==> src/rtl/muldiv_issue_ctrl_pkg.sv <==
// -----------------------------------------------------------------------------
// muldiv_pkg
// Shared definitions for the M-extension issue controller:
//   - field width macros used on the controller and bus ports
//   - RV32M opcode/funct7/funct3 constants
//   - controller state enum
//   - latched request record
//   - is_muldiv() decode helper
// No ports (package).
// -----------------------------------------------------------------------------
`ifndef OPCODE_WIDTH
`define OPCODE_WIDTH 7
`endif
`ifndef FUNCT3_WIDTH
`define FUNCT3_WIDTH 3
`endif
`ifndef FUNCT7_WIDTH
`define FUNCT7_WIDTH 7
`endif

package muldiv_pkg;

    // Widths of the latched request record; the controller parameters default
    // to these and must stay equal to them.
    localparam int MD_XLEN     = 32;
    localparam int MD_RD_WIDTH = 5;

    localparam logic [`OPCODE_WIDTH-1:0] OP_OP         = 7'b0110011;
    localparam logic [`FUNCT7_WIDTH-1:0] FUNCT7_MULDIV = 7'b0000001;

    localparam logic [`FUNCT3_WIDTH-1:0] FUNCT3_MUL    = 3'b000;
    localparam logic [`FUNCT3_WIDTH-1:0] FUNCT3_MULH   = 3'b001;
    localparam logic [`FUNCT3_WIDTH-1:0] FUNCT3_MULHSU = 3'b010;
    localparam logic [`FUNCT3_WIDTH-1:0] FUNCT3_MULHU  = 3'b011;
    localparam logic [`FUNCT3_WIDTH-1:0] FUNCT3_DIV    = 3'b100;
    localparam logic [`FUNCT3_WIDTH-1:0] FUNCT3_DIVU   = 3'b101;
    localparam logic [`FUNCT3_WIDTH-1:0] FUNCT3_REM    = 3'b110;
    localparam logic [`FUNCT3_WIDTH-1:0] FUNCT3_REMU   = 3'b111;

    typedef enum logic [2:0] {
        ST_IDLE  = 3'd0,
        ST_ISSUE = 3'd1,
        ST_WAIT  = 3'd2,
        ST_DRAIN = 3'd3,
        ST_DONE  = 3'd4
    } muldiv_issue_state_t;

    typedef struct packed {
        logic [`FUNCT3_WIDTH-1:0] funct3;
        logic [MD_XLEN-1:0]       rs0;
        logic [MD_XLEN-1:0]       rs1;
        logic [MD_RD_WIDTH-1:0]   rd;
    } muldiv_req_t;

    function automatic logic is_muldiv(input logic [`OPCODE_WIDTH-1:0] opcode,
                                       input logic [`FUNCT7_WIDTH-1:0] funct7);
        return (opcode == OP_OP) && (funct7 == FUNCT7_MULDIV);
    endfunction

endpackage

==> src/rtl/muldiv_issue_ctrl_if.sv <==
// -----------------------------------------------------------------------------
// muldiv_issue_ctrl_if
// Request/response bus between the issue controller and the mul/div unit.
//   req_valid  : controller -> unit, request present
//   req_ready  : unit -> controller, request accepted this cycle
//   req_funct3 : operation select
//   req_rs0/1  : operands
//   rsp_stb    : unit -> controller, one-cycle result strobe
//   rsp_data   : result value
// Modports: master (controller side), slave (unit side).
// -----------------------------------------------------------------------------
interface muldiv_issue_ctrl_if #(
    parameter int XLEN = 32
);
    logic                     req_valid;
    logic                     req_ready;
    logic [`FUNCT3_WIDTH-1:0] req_funct3;
    logic [XLEN-1:0]          req_rs0;
    logic [XLEN-1:0]          req_rs1;
    logic                     rsp_stb;
    logic [XLEN-1:0]          rsp_data;

    modport master (
        output req_valid,
        output req_funct3,
        output req_rs0,
        output req_rs1,
        input  req_ready,
        input  rsp_stb,
        input  rsp_data
    );

    modport slave (
        input  req_valid,
        input  req_funct3,
        input  req_rs0,
        input  req_rs1,
        output req_ready,
        output rsp_stb,
        output rsp_data
    );
endinterface

==> src/rtl/muldiv_issue_ctrl_result_cache.sv <==
// -----------------------------------------------------------------------------
// muldiv_result_cache
// Single-entry memo of the last unflushed mul/div result.
// Ports:
//   clk_i, rst_i          : clock, synchronous active-high reset
//   lookup_*_i            : operation/operands of the instruction in EX
//   hit_o, hit_data_o     : entry valid and matching, and its stored result
//   wr_en_i, wr_*_i       : load the entry with a completed operation
// The valid bit is only ever cleared by reset.
// -----------------------------------------------------------------------------
module muldiv_result_cache
    import muldiv_pkg::*;
#(
    parameter int XLEN = MD_XLEN
) (
    input  logic                     clk_i,
    input  logic                     rst_i,
    input  logic [`FUNCT3_WIDTH-1:0] lookup_funct3_i,
    input  logic [XLEN-1:0]          lookup_rs0_i,
    input  logic [XLEN-1:0]          lookup_rs1_i,
    output logic                     hit_o,
    output logic [XLEN-1:0]          hit_data_o,
    input  logic                     wr_en_i,
    input  logic [`FUNCT3_WIDTH-1:0] wr_funct3_i,
    input  logic [XLEN-1:0]          wr_rs0_i,
    input  logic [XLEN-1:0]          wr_rs1_i,
    input  logic [XLEN-1:0]          wr_data_i
);
    logic                     valid_q,  valid_d;
    logic [`FUNCT3_WIDTH-1:0] funct3_q, funct3_d;
    logic [XLEN-1:0]          rs0_q,    rs0_d;
    logic [XLEN-1:0]          rs1_q,    rs1_d;
    logic [XLEN-1:0]          result_q, result_d;

    always_comb begin
        valid_d  = valid_q;
        funct3_d = funct3_q;
        rs0_d    = rs0_q;
        rs1_d    = rs1_q;
        result_d = result_q;
        if (wr_en_i) begin
            valid_d  = 1'b1;
            funct3_d = wr_funct3_i;
            rs0_d    = wr_rs0_i;
            rs1_d    = wr_rs1_i;
            result_d = wr_data_i;
        end
    end

    always_ff @(posedge clk_i) begin
        if (rst_i) begin
            valid_q  <= 1'b0;
            funct3_q <= '0;
            rs0_q    <= '0;
            rs1_q    <= '0;
            result_q <= '0;
        end else begin
            valid_q  <= valid_d;
            funct3_q <= funct3_d;
            rs0_q    <= rs0_d;
            rs1_q    <= rs1_d;
            result_q <= result_d;
        end
    end

    assign hit_o = valid_q
                 & (funct3_q == lookup_funct3_i)
                 & (rs0_q    == lookup_rs0_i)
                 & (rs1_q    == lookup_rs1_i);
    assign hit_data_o = result_q;

endmodule

==> src/rtl/muldiv_issue_ctrl.sv <==
// -----------------------------------------------------------------------------
// muldiv_issue_ctrl
// EX-stage initiator for the multi-cycle RV32M unit. Detects an M instruction,
// stalls the pipeline, issues one request over md_bus, waits for the result
// strobe and returns a one-cycle writeback. A flush after the request was
// accepted leaves the controller draining the in-flight response.
// Ports:
//   clk_i, rst_i            : clock, synchronous active-high reset
//   ex_valid_i, opcode_i,
//   funct3_i, funct7_i      : EX instruction and its decode fields
//   rs0_i, rs1_i, rd_i      : operands and destination register
//   flush_i                 : kill the current EX instruction
//   stall_o                 : hold IF/ID/EX
//   md_bus (master)         : request/response bus to the mul/div unit
//   wb_valid_o/rd_o/data_o  : one-cycle writeback, data held while not valid
// Build option:
//   MULDIV_RESULT_CACHE_EN  : single-entry result cache; a repeated identical
//                             M instruction writes back without a request.
// -----------------------------------------------------------------------------
module muldiv_issue_ctrl
    import muldiv_pkg::*;
#(
    parameter int XLEN     = MD_XLEN,
    parameter int RD_WIDTH = MD_RD_WIDTH
) (
    input  logic                     clk_i,
    input  logic                     rst_i,
    input  logic                     ex_valid_i,
    input  logic [`OPCODE_WIDTH-1:0] opcode_i,
    input  logic [`FUNCT3_WIDTH-1:0] funct3_i,
    input  logic [`FUNCT7_WIDTH-1:0] funct7_i,
    input  logic [XLEN-1:0]          rs0_i,
    input  logic [XLEN-1:0]          rs1_i,
    input  logic [RD_WIDTH-1:0]      rd_i,
    input  logic                     flush_i,
    output logic                     stall_o,
    muldiv_issue_ctrl_if.master      md_bus,
    output logic                     wb_valid_o,
    output logic [RD_WIDTH-1:0]      wb_rd_o,
    output logic [XLEN-1:0]          wb_data_o
);
    muldiv_issue_state_t state_q, state_d;
    muldiv_req_t         req_q,   req_d;
    logic [RD_WIDTH-1:0] wb_rd_q,   wb_rd_d;
    logic [XLEN-1:0]     wb_data_q, wb_data_d;

    logic            is_md;
    logic            accept;
    logic            handshake;
    logic            stall;
    logic            req_valid;
    logic            wb_valid;
    logic            cache_hit;
    logic [XLEN-1:0] cache_data;

    assign is_md     = ex_valid_i & is_muldiv(opcode_i, funct7_i);
    assign accept    = is_md & ~flush_i;
    assign handshake = (state_q == ST_ISSUE) & md_bus.req_ready;

`ifdef MULDIV_RESULT_CACHE_EN
    logic cache_wr;

    muldiv_result_cache #(
        .XLEN (XLEN)
    ) u_cache (
        .clk_i           (clk_i),
        .rst_i           (rst_i),
        .lookup_funct3_i (funct3_i),
        .lookup_rs0_i    (rs0_i),
        .lookup_rs1_i    (rs1_i),
        .hit_o           (cache_hit),
        .hit_data_o      (cache_data),
        .wr_en_i         (cache_wr),
        .wr_funct3_i     (req_q.funct3),
        .wr_rs0_i        (req_q.rs0),
        .wr_rs1_i        (req_q.rs1),
        .wr_data_i       (md_bus.rsp_data)
    );

    // Only a result that is actually written back is worth remembering.
    assign cache_wr = (state_q == ST_WAIT) & md_bus.rsp_stb & ~flush_i;
`else
    assign cache_hit  = 1'b0;
    assign cache_data = '0;
`endif

    // Next-state and output decode. The writeback registers are loaded on the
    // way into DONE so that wb_rd_o/wb_data_o keep their value afterwards.
    // A flush in WAIT or together with the handshake leaves a response in
    // flight, which DRAIN absorbs before a new request may go out.
    always_comb begin
        state_d   = state_q;
        req_d     = req_q;
        wb_rd_d   = wb_rd_q;
        wb_data_d = wb_data_q;
        stall     = 1'b0;
        req_valid = 1'b0;
        wb_valid  = 1'b0;

        case (state_q)
            ST_IDLE: begin
                stall = accept;
                if (accept) begin
                    req_d = '{funct3: funct3_i, rs0: rs0_i, rs1: rs1_i, rd: rd_i};
                    if (cache_hit) begin
                        wb_rd_d   = rd_i;
                        wb_data_d = cache_data;
                        state_d   = ST_DONE;
                    end else begin
                        state_d = ST_ISSUE;
                    end
                end
            end

            ST_ISSUE: begin
                stall     = 1'b1;
                req_valid = 1'b1;
                if (handshake) begin
                    state_d = flush_i ? ST_DRAIN : ST_WAIT;
                end else if (flush_i) begin
                    state_d = ST_IDLE;
                end
            end

            ST_WAIT: begin
                stall = 1'b1;
                if (md_bus.rsp_stb) begin
                    if (flush_i) begin
                        state_d = ST_IDLE;
                    end else begin
                        wb_rd_d   = req_q.rd;
                        wb_data_d = md_bus.rsp_data;
                        state_d   = ST_DONE;
                    end
                end else if (flush_i) begin
                    state_d = ST_DRAIN;
                end
            end

            ST_DRAIN: begin
                stall = is_md;
                if (md_bus.rsp_stb) begin
                    state_d = ST_IDLE;
                end
            end

            ST_DONE: begin
                wb_valid = ~flush_i;
                state_d  = ST_IDLE;
            end

            default: begin
                state_d = ST_IDLE;
            end
        endcase
    end

    always_ff @(posedge clk_i) begin
        if (rst_i) begin
            state_q   <= ST_IDLE;
            req_q     <= '0;
            wb_rd_q   <= '0;
            wb_data_q <= '0;
        end else begin
            state_q   <= state_d;
            req_q     <= req_d;
            wb_rd_q   <= wb_rd_d;
            wb_data_q <= wb_data_d;
        end
    end

    // The strobes are masked during reset so that a combinational detect in
    // the reset cycle cannot leak out as a stall or request.
    assign stall_o           = stall & ~rst_i;
    assign md_bus.req_valid  = req_valid & ~rst_i;
    assign md_bus.req_funct3 = req_q.funct3;
    assign md_bus.req_rs0    = req_q.rs0;
    assign md_bus.req_rs1    = req_q.rs1;
    assign wb_valid_o        = wb_valid & ~rst_i;
    assign wb_rd_o           = wb_rd_q;
    assign wb_data_o         = wb_data_q;

endmodule

==> src/flat_wrapper.sv <==
// flat-port wrapper written by rule: the top's interface ports become plain ports
module muldiv_issue_ctrl_flat import muldiv_pkg::*;
#(
    parameter int XLEN     = MD_XLEN,
    parameter int RD_WIDTH = MD_RD_WIDTH
)
  (clk_i, rst_i, ex_valid_i, opcode_i, funct3_i, funct7_i, rs0_i, rs1_i, rd_i, flush_i, stall_o, wb_valid_o, wb_rd_o, wb_data_o, md_bus_req_valid, md_bus_req_funct3, md_bus_req_rs0, md_bus_req_rs1, md_bus_req_ready, md_bus_rsp_stb, md_bus_rsp_data);
  muldiv_issue_ctrl_if #(.XLEN(XLEN)) md_bus_i ();
  input  logic clk_i;
  input  logic rst_i;
  input  logic ex_valid_i;
  input  logic [`OPCODE_WIDTH-1:0] opcode_i;
  input  logic [`FUNCT3_WIDTH-1:0] funct3_i;
  input  logic [`FUNCT7_WIDTH-1:0] funct7_i;
  input  logic [XLEN-1:0] rs0_i;
  input  logic [XLEN-1:0] rs1_i;
  input  logic [RD_WIDTH-1:0] rd_i;
  input  logic flush_i;
  output logic stall_o;
  output logic wb_valid_o;
  output logic [RD_WIDTH-1:0] wb_rd_o;
  output logic [XLEN-1:0] wb_data_o;
  output wire logic [$bits(md_bus_i.req_valid)-1:0] md_bus_req_valid;
  output wire logic [$bits(md_bus_i.req_funct3)-1:0] md_bus_req_funct3;
  output wire logic [$bits(md_bus_i.req_rs0)-1:0] md_bus_req_rs0;
  output wire logic [$bits(md_bus_i.req_rs1)-1:0] md_bus_req_rs1;
  input wire logic [$bits(md_bus_i.req_ready)-1:0] md_bus_req_ready;
  input wire logic [$bits(md_bus_i.rsp_stb)-1:0] md_bus_rsp_stb;
  input wire logic [$bits(md_bus_i.rsp_data)-1:0] md_bus_rsp_data;
  assign md_bus_req_valid = md_bus_i.req_valid;
  assign md_bus_req_funct3 = md_bus_i.req_funct3;
  assign md_bus_req_rs0 = md_bus_i.req_rs0;
  assign md_bus_req_rs1 = md_bus_i.req_rs1;
  assign md_bus_i.req_ready = md_bus_req_ready;
  assign md_bus_i.rsp_stb = md_bus_rsp_stb;
  assign md_bus_i.rsp_data = md_bus_rsp_data;
  muldiv_issue_ctrl #(.XLEN(XLEN), .RD_WIDTH(RD_WIDTH)) u_core (.clk_i(clk_i), .rst_i(rst_i), .ex_valid_i(ex_valid_i), .opcode_i(opcode_i), .funct3_i(funct3_i), .funct7_i(funct7_i), .rs0_i(rs0_i), .rs1_i(rs1_i), .rd_i(rd_i), .flush_i(flush_i), .stall_o(stall_o), .md_bus(md_bus_i), .wb_valid_o(wb_valid_o), .wb_rd_o(wb_rd_o), .wb_data_o(wb_data_o));
endmodule
==> config.mk <==
export PLATFORM = sky130hd
export DESIGN_NAME = muldiv_issue_ctrl_flat
export DESIGN_NICKNAME = d
export VERILOG_FILES = /design/src/rtl/muldiv_issue_ctrl_pkg.sv /design/src/rtl/muldiv_issue_ctrl_if.sv /design/src/rtl/muldiv_issue_ctrl_result_cache.sv /design/src/rtl/muldiv_issue_ctrl.sv /design/src/flat_wrapper.sv
export SDC_FILE = /design/constraint.sdc
export NUM_CORES = 1
export LEC_CHECK = 0
export ABC_AREA = 1
export BUFFER_PORTS_ARGS = -buffer_cell sky130_fd_sc_hd__buf_2
export CORE_MARGIN = 3
export CORE_UTILIZATION = 23
export DETAILED_ROUTE_END_ITERATION = 8
export PLACE_DENSITY = 0.52
export SLEW_MARGIN = 20
export SYNTH_ARGS = -nofsm -noshare
export SYNTH_HDL_FRONTEND = slang
export SYNTH_SLANG_ARGS = --single-unit
==> constraint.sdc <==
create_clock -name clk_i -period 3.5 [get_ports clk_i]
set_input_delay 0.7 -clock clk_i [delete_from_list [all_inputs] [get_ports clk_i]]
set_output_delay 0.7 -clock clk_i [all_outputs]
set_load 0.05 [all_outputs]
* Word-level counts from Yosys, hierarchy flattened
Cells that the tools add are included.
** Word-level totals
- Register bits :: 112
- Bits in latches :: 0
- Memory bits (writable) :: 0
- Memory bits (read-only) :: 0
- Input bits :: 124
- Logic and storage cells :: 43
- Memories kept :: 0
** Operators by class
- Add/subtract/negate cells :: 0
- Multiply operators :: 0
- Div/mod/pow operators :: 0
- $lt $le $gt $ge :: 0
- Equal/unequal tests :: 10
- Shifts and indexed selects :: 0
- Multiplexer cells :: 12
- Bitwise logic cells :: 8
- Reductions and logical operators :: 6
** Operators with widths (number)
- 3-bit 2-to-1 mux :: 7
- 3-bit case mux with 4 select lines :: 1
- 7-bit by 1-bit equality test with 1-bit output (second input constant) :: 1
- 7-bit by 6-bit equality test with 1-bit output (second input constant) :: 1
- 1-bit AND :: 6
- 3-bit by 2-bit equality test with 1-bit output (second input constant) :: 2
- 4-bit AND reduction :: 1
- 3-bit by 1-bit equality test with 1-bit output (second input constant) :: 1
- 3-bit equality test (second input constant) :: 1
- 3-bit logical NOT :: 1
- 1-bit 2-to-1 mux :: 3
- 3-bit by 2-bit != test with 1-bit output (second input constant) :: 1
- 3-bit != test (second input constant) :: 1
- 1-bit case mux with 3 select lines :: 1
- 3-bit AND reduction :: 1
- 2-bit by 1-bit != test with 1-bit output (second input constant) :: 1
- 2-bit != test (second input constant) :: 1
- 1-bit NOT :: 2
- 2-bit AND reduction :: 1
- 2-bit OR reduction :: 1
- 1-bit logical AND :: 1

* Longest topological paths before layout
- Depth in word-level cells :: 6
- Mapped depth :: 10

* Worst setup path after synthesis
No wires, ideal clock.
- Path kind :: input-to-output
- Start :: in flush_i
- End :: out wb_valid_o
- Data arrival time :: 2.255 ns
- Data required time :: 2.800 ns
- Path slack :: 0.545 ns
- Stages on the path :: 1
- Path through :: nor4_1
** On the way
- Longest elaborated chain between the ends :: 3
** Ends and longest elaborated chain
- start, declared :: RTL line flat_wrapper.sv:18 : input logic flush_i;
- 1-bit NOT (no source line)
- 1-bit 2-to-1 mux :: RTL line muldiv_issue_ctrl.sv:100 : case (state_q)
- 1-bit AND :: RTL line muldiv_issue_ctrl.sv:179 : assign wb_valid_o = wb_valid & ~rst_i;
- end, declared :: RTL line flat_wrapper.sv:20 : output logic wb_valid_o;
Every way passes these cells.

* Final worst setup path
- Start :: in opcode_i[3]
- End :: out stall_o
** On the way
- Longest elaborated chain between the ends :: 6
** Ends and longest elaborated chain
- start, declared :: RTL line flat_wrapper.sv:12 : input logic [`OPCODE_WIDTH-1:0] opcode_i;
- 7-bit by 6-bit equality test with 1-bit output (*) :: RTL line muldiv_issue_ctrl_pkg.sv:57 : return (opcode == OP_OP) && (funct7 == FUNCT7_MULDIV);
- 1-bit logical AND (*) :: RTL line muldiv_issue_ctrl_pkg.sv:57
- 1-bit AND (*) :: RTL line muldiv_issue_ctrl.sv:56 : assign is_md = ex_valid_i & is_muldiv(opcode_i, funct7_i);
- 1-bit AND :: RTL line muldiv_issue_ctrl.sv:57 : assign accept = is_md & ~flush_i;
- 1-bit case mux with 3 select lines (*) :: RTL line muldiv_issue_ctrl.sv:100
- 1-bit AND (*) :: RTL line muldiv_issue_ctrl.sv:174 : assign stall_o = stall & ~rst_i;
- end, declared :: RTL line flat_wrapper.sv:19 : output logic stall_o;
Every way passes the cells marked *; elsewhere a longest branch is shown, timed or not.

==> key figures <==
Global route
  • Largest net degree at the start of global routing: 75
  • Vias in the first global route: approximately 4200
  • Global route total overflow: 0
  • Wire length of the first global-routing pass: ~22000 um
  • All-Layer GR Usage: 0.1150
  • Antenna violations before repair: 0

Setup path
  • WP data arrival: 1.71 ns
  • Worst endpoint required time: approximately 2.8 ns
  • Worst setup EP type: primary output
  • Critical path class: in2out
  • CP startpoint kind: primary input
  • Slowest-stage cell, CP: buf_2
  • Max incr delay on CP: around 0.26 ns
  • CP cell instances: buf_2 > nor2_1 > nand2_1 > nor2_4 > nand3_4 > nor2_8 > nor3_1 > nor2_1 > buf_2
  • Worst-path fanout max: 2

Clock tree
  • Maximum clock path buffer count: 2
  • H-tree depth: 3
  • Num CTS Buffers: 9
  • Clock slew at reported path FFs: roughly 0.070 ns
  • Root buffer cell: clkbuf_16
  • Post CTS Setup Buffer Count: 0
  • CTS tree: done
  • Clock latency on the worst-skew pair: between 0.3 and 0.4 ns
  • Hold Buf Count CTS: 0
  • Resize count post-CTS: 0
  • CTS Sinks: 112

Timing
  • Worst-margin pin slew: 0.9654 ns
  • Tmin final: between 2 and 2.5 ns
  • Final-report setup violation count: 0
  • Skew final: 0.007520 ns
  • RSZ-0062 raised after global routing: no
  • Sum Neg Setup Slack: 0 ns
  • Part of the cycle the worst path needs: 0.6891
  • Final hold viol count: 0
  • Max Slew Vio Count: 0
  • Relative slew slack: 0.3564
  • F_max: approximately 0.41 GHz

Routing
  • Detailed Routing Iterations Pass 1: 4
  • DRT iter0 DRCs: ~170
  • Vias per inst: about 4.3
  • Post-route ant nets: 0
  • Vias: 4347
  • WL per Instance: ~13 um
  • DRC viols: 0
  • Final wirelength: between 10000 and 15000 um

Place
  • Hpwl dp: between 9000 and 10000 um
  • # placed instances: 1006
  • Port buffer count: 230
  • GP Congestion: between 0.7 and 0.8

Layout
  • Ant. Diodes: 0
  • Layout net count: just under 900
  • Layout area overhead: 20.80%
  • Fin cells: 1022
  • # fillers: between 2000 and 2500
  • Share of post-route cells with drive strength above 1: 0.3737
  • Layout Utilization: 0.2875
  • Area taken by multi-input logic gates: ~1800 sq um
  • Most common cell after layout, fill and taps aside: buf_2
  • Commonest cells after routing, fill and taps aside: buf_2 (230), nor2_1 (160), dfxtp_1 (112)
  • Reg area: roughly 2200 sq um

Logic synthesis
  • Avg Synthesized Cell Area: around 8 sq um
  • Fraction of post-synthesis cell area in the top cell type by area: 0.4568
  • Seq cells post-synth: between 100 and 150
  • Mapped cell area: just under 5000 sq um
  • Post-synthesis sequential area ratio: 0.4568
  • Area leader, netlist: dfxtp_1
  • Synth warnings: 0
  • Post-synthesis cell count: between 600 and 700
  • Distinct cells, synth: 27
  • Top cells by area, synth: dfxtp_1 (46%), nor2_1 (12%), buf_4 (11%), o21ai_1 (6.2%), nor3_1 (5.5%)
  • Post-synth net total: 734

Pwr
  • Clock power frac: 0.321
  • P per Cell Area: ~530 nW/um^2
  • Leakage: approximately 0.0029 uW
  • Comb pwr share: 0.246
  • Sw power: around 1100 uW
  • Switching share of total power: 0.3637
  • P_int: between 1500 and 2000 uW
  • Sequential share of power: 0.433
  • Maximum VDD drop: 0.4142 mV

Die
  • Die X: between 150 and 200 um
  • # rows: 52
  • # IOs: 231
  • Initial Util: 0.2380
  • DIE AREA: roughly 23000 sq um
  • Die H: approximately 150 um
  • Core area: between 20000 and 25000 sq um

Job
  • Max Cap Viol: 0

Status
  • Status: finished clean

Worst hold path
  • Worst hold path class: reg2reg
[metal layers]
layer,vias to the layer above,GRT usage,wire [um]
met3,13,0.03697,990
met5,-,0,0
met1,1974,0.1413,6108
met4,0,0.03253,181
met2,153,0.1937,6472
li1,2207,-,-
[sequential cells by signal (all words and copies together), names as in the netlist]
| register | cells |
|---|---|
| u_core.md_bus.req_funct3 | 3 |
| u_core.md_bus.req_rs0 | 32 |
| u_core.md_bus.req_rs1 | 32 |
| u_core.req_q | 5 |
| u_core.state_q | 3 |
| u_core.wb_data_o | 32 |
| u_core.wb_rd_o | 5 |
[critical path: cells and delay by family]
family | cells | cell delay [ns]
buffers and inverters | 2 | 0.36
AND/OR/NAND/NOR | 7 | 0.65
[kinds of logic (layout without fill, tap and decap cells)]
kind of cell / Yosys count / count (layout) / synth area share
buf+inv: 122 / 264 / 0.1731
simple gates: 263 / 263 / 0.2544
compound gates: 113 / 113 / 0.1157
flops: 112 / 112 / 0.4568
[final timing paths]
kind / startpoint / end / slack, ns / cells past startpoint
hold / removal: u_core.wb_rd_o[2] / u_core.wb_rd_o[2] / 0.48 / 2
setup / recovery: opcode_i[3] / stall_o / 1.09 / 9
setup reg to reg: u_core.state_q[1] / u_core.state_q[0] / 1.50 / 10
hold reg to reg: u_core.wb_rd_o[2] / u_core.wb_rd_o[2] / 0.48 / 2
[power by group through the flow]
stage	Clock [uW]	Combinational, uW	Sequential (uW)
CTS	1050	775	1350
detailed placement	0	772	1380
finish	1000	771	1350
floorplan	0	460	1520
global placement	0	775	1380
global route	1100	836	1360
[synth_stat cells (all sizes together)]
library cell	count
a21boi	1
a21oi	2
nand4	1
nand3	8
nand2	14
inv	13
nor3	73
o21ai	110
dfxtp	112
nand3b	1
buf	97
clkbuf	12
nor2	165
nor4	1
[metrics by stage]
stage          power [uW]  cell area (sq um)  hold WS, ns  setup slack, ns
6_report             3128               5929       0.4786            1.088
3_5_place_dp         2157               5649       0.4663            1.062
5_1_grt              3298               5929       0.5076           0.9714
2_1_floorplan        1978               4908       0.4565           0.5452
4_1_cts              3180               5929       0.4843            1.068
3_3_place_gp         2159               5649       0.4588            1.073
[layout make-up]
cell class              instances  share of cell area
clock buffers                   9             0.03798
well taps                     270             0.05697
inverters                      13            0.008652
repair buffers                235              0.2026
flip-flops and latches        112              0.3781
multi-input cells             376              0.3064
clock inverters                 7            0.009285
No activity file was read; power rests on OpenSTA's default activity.
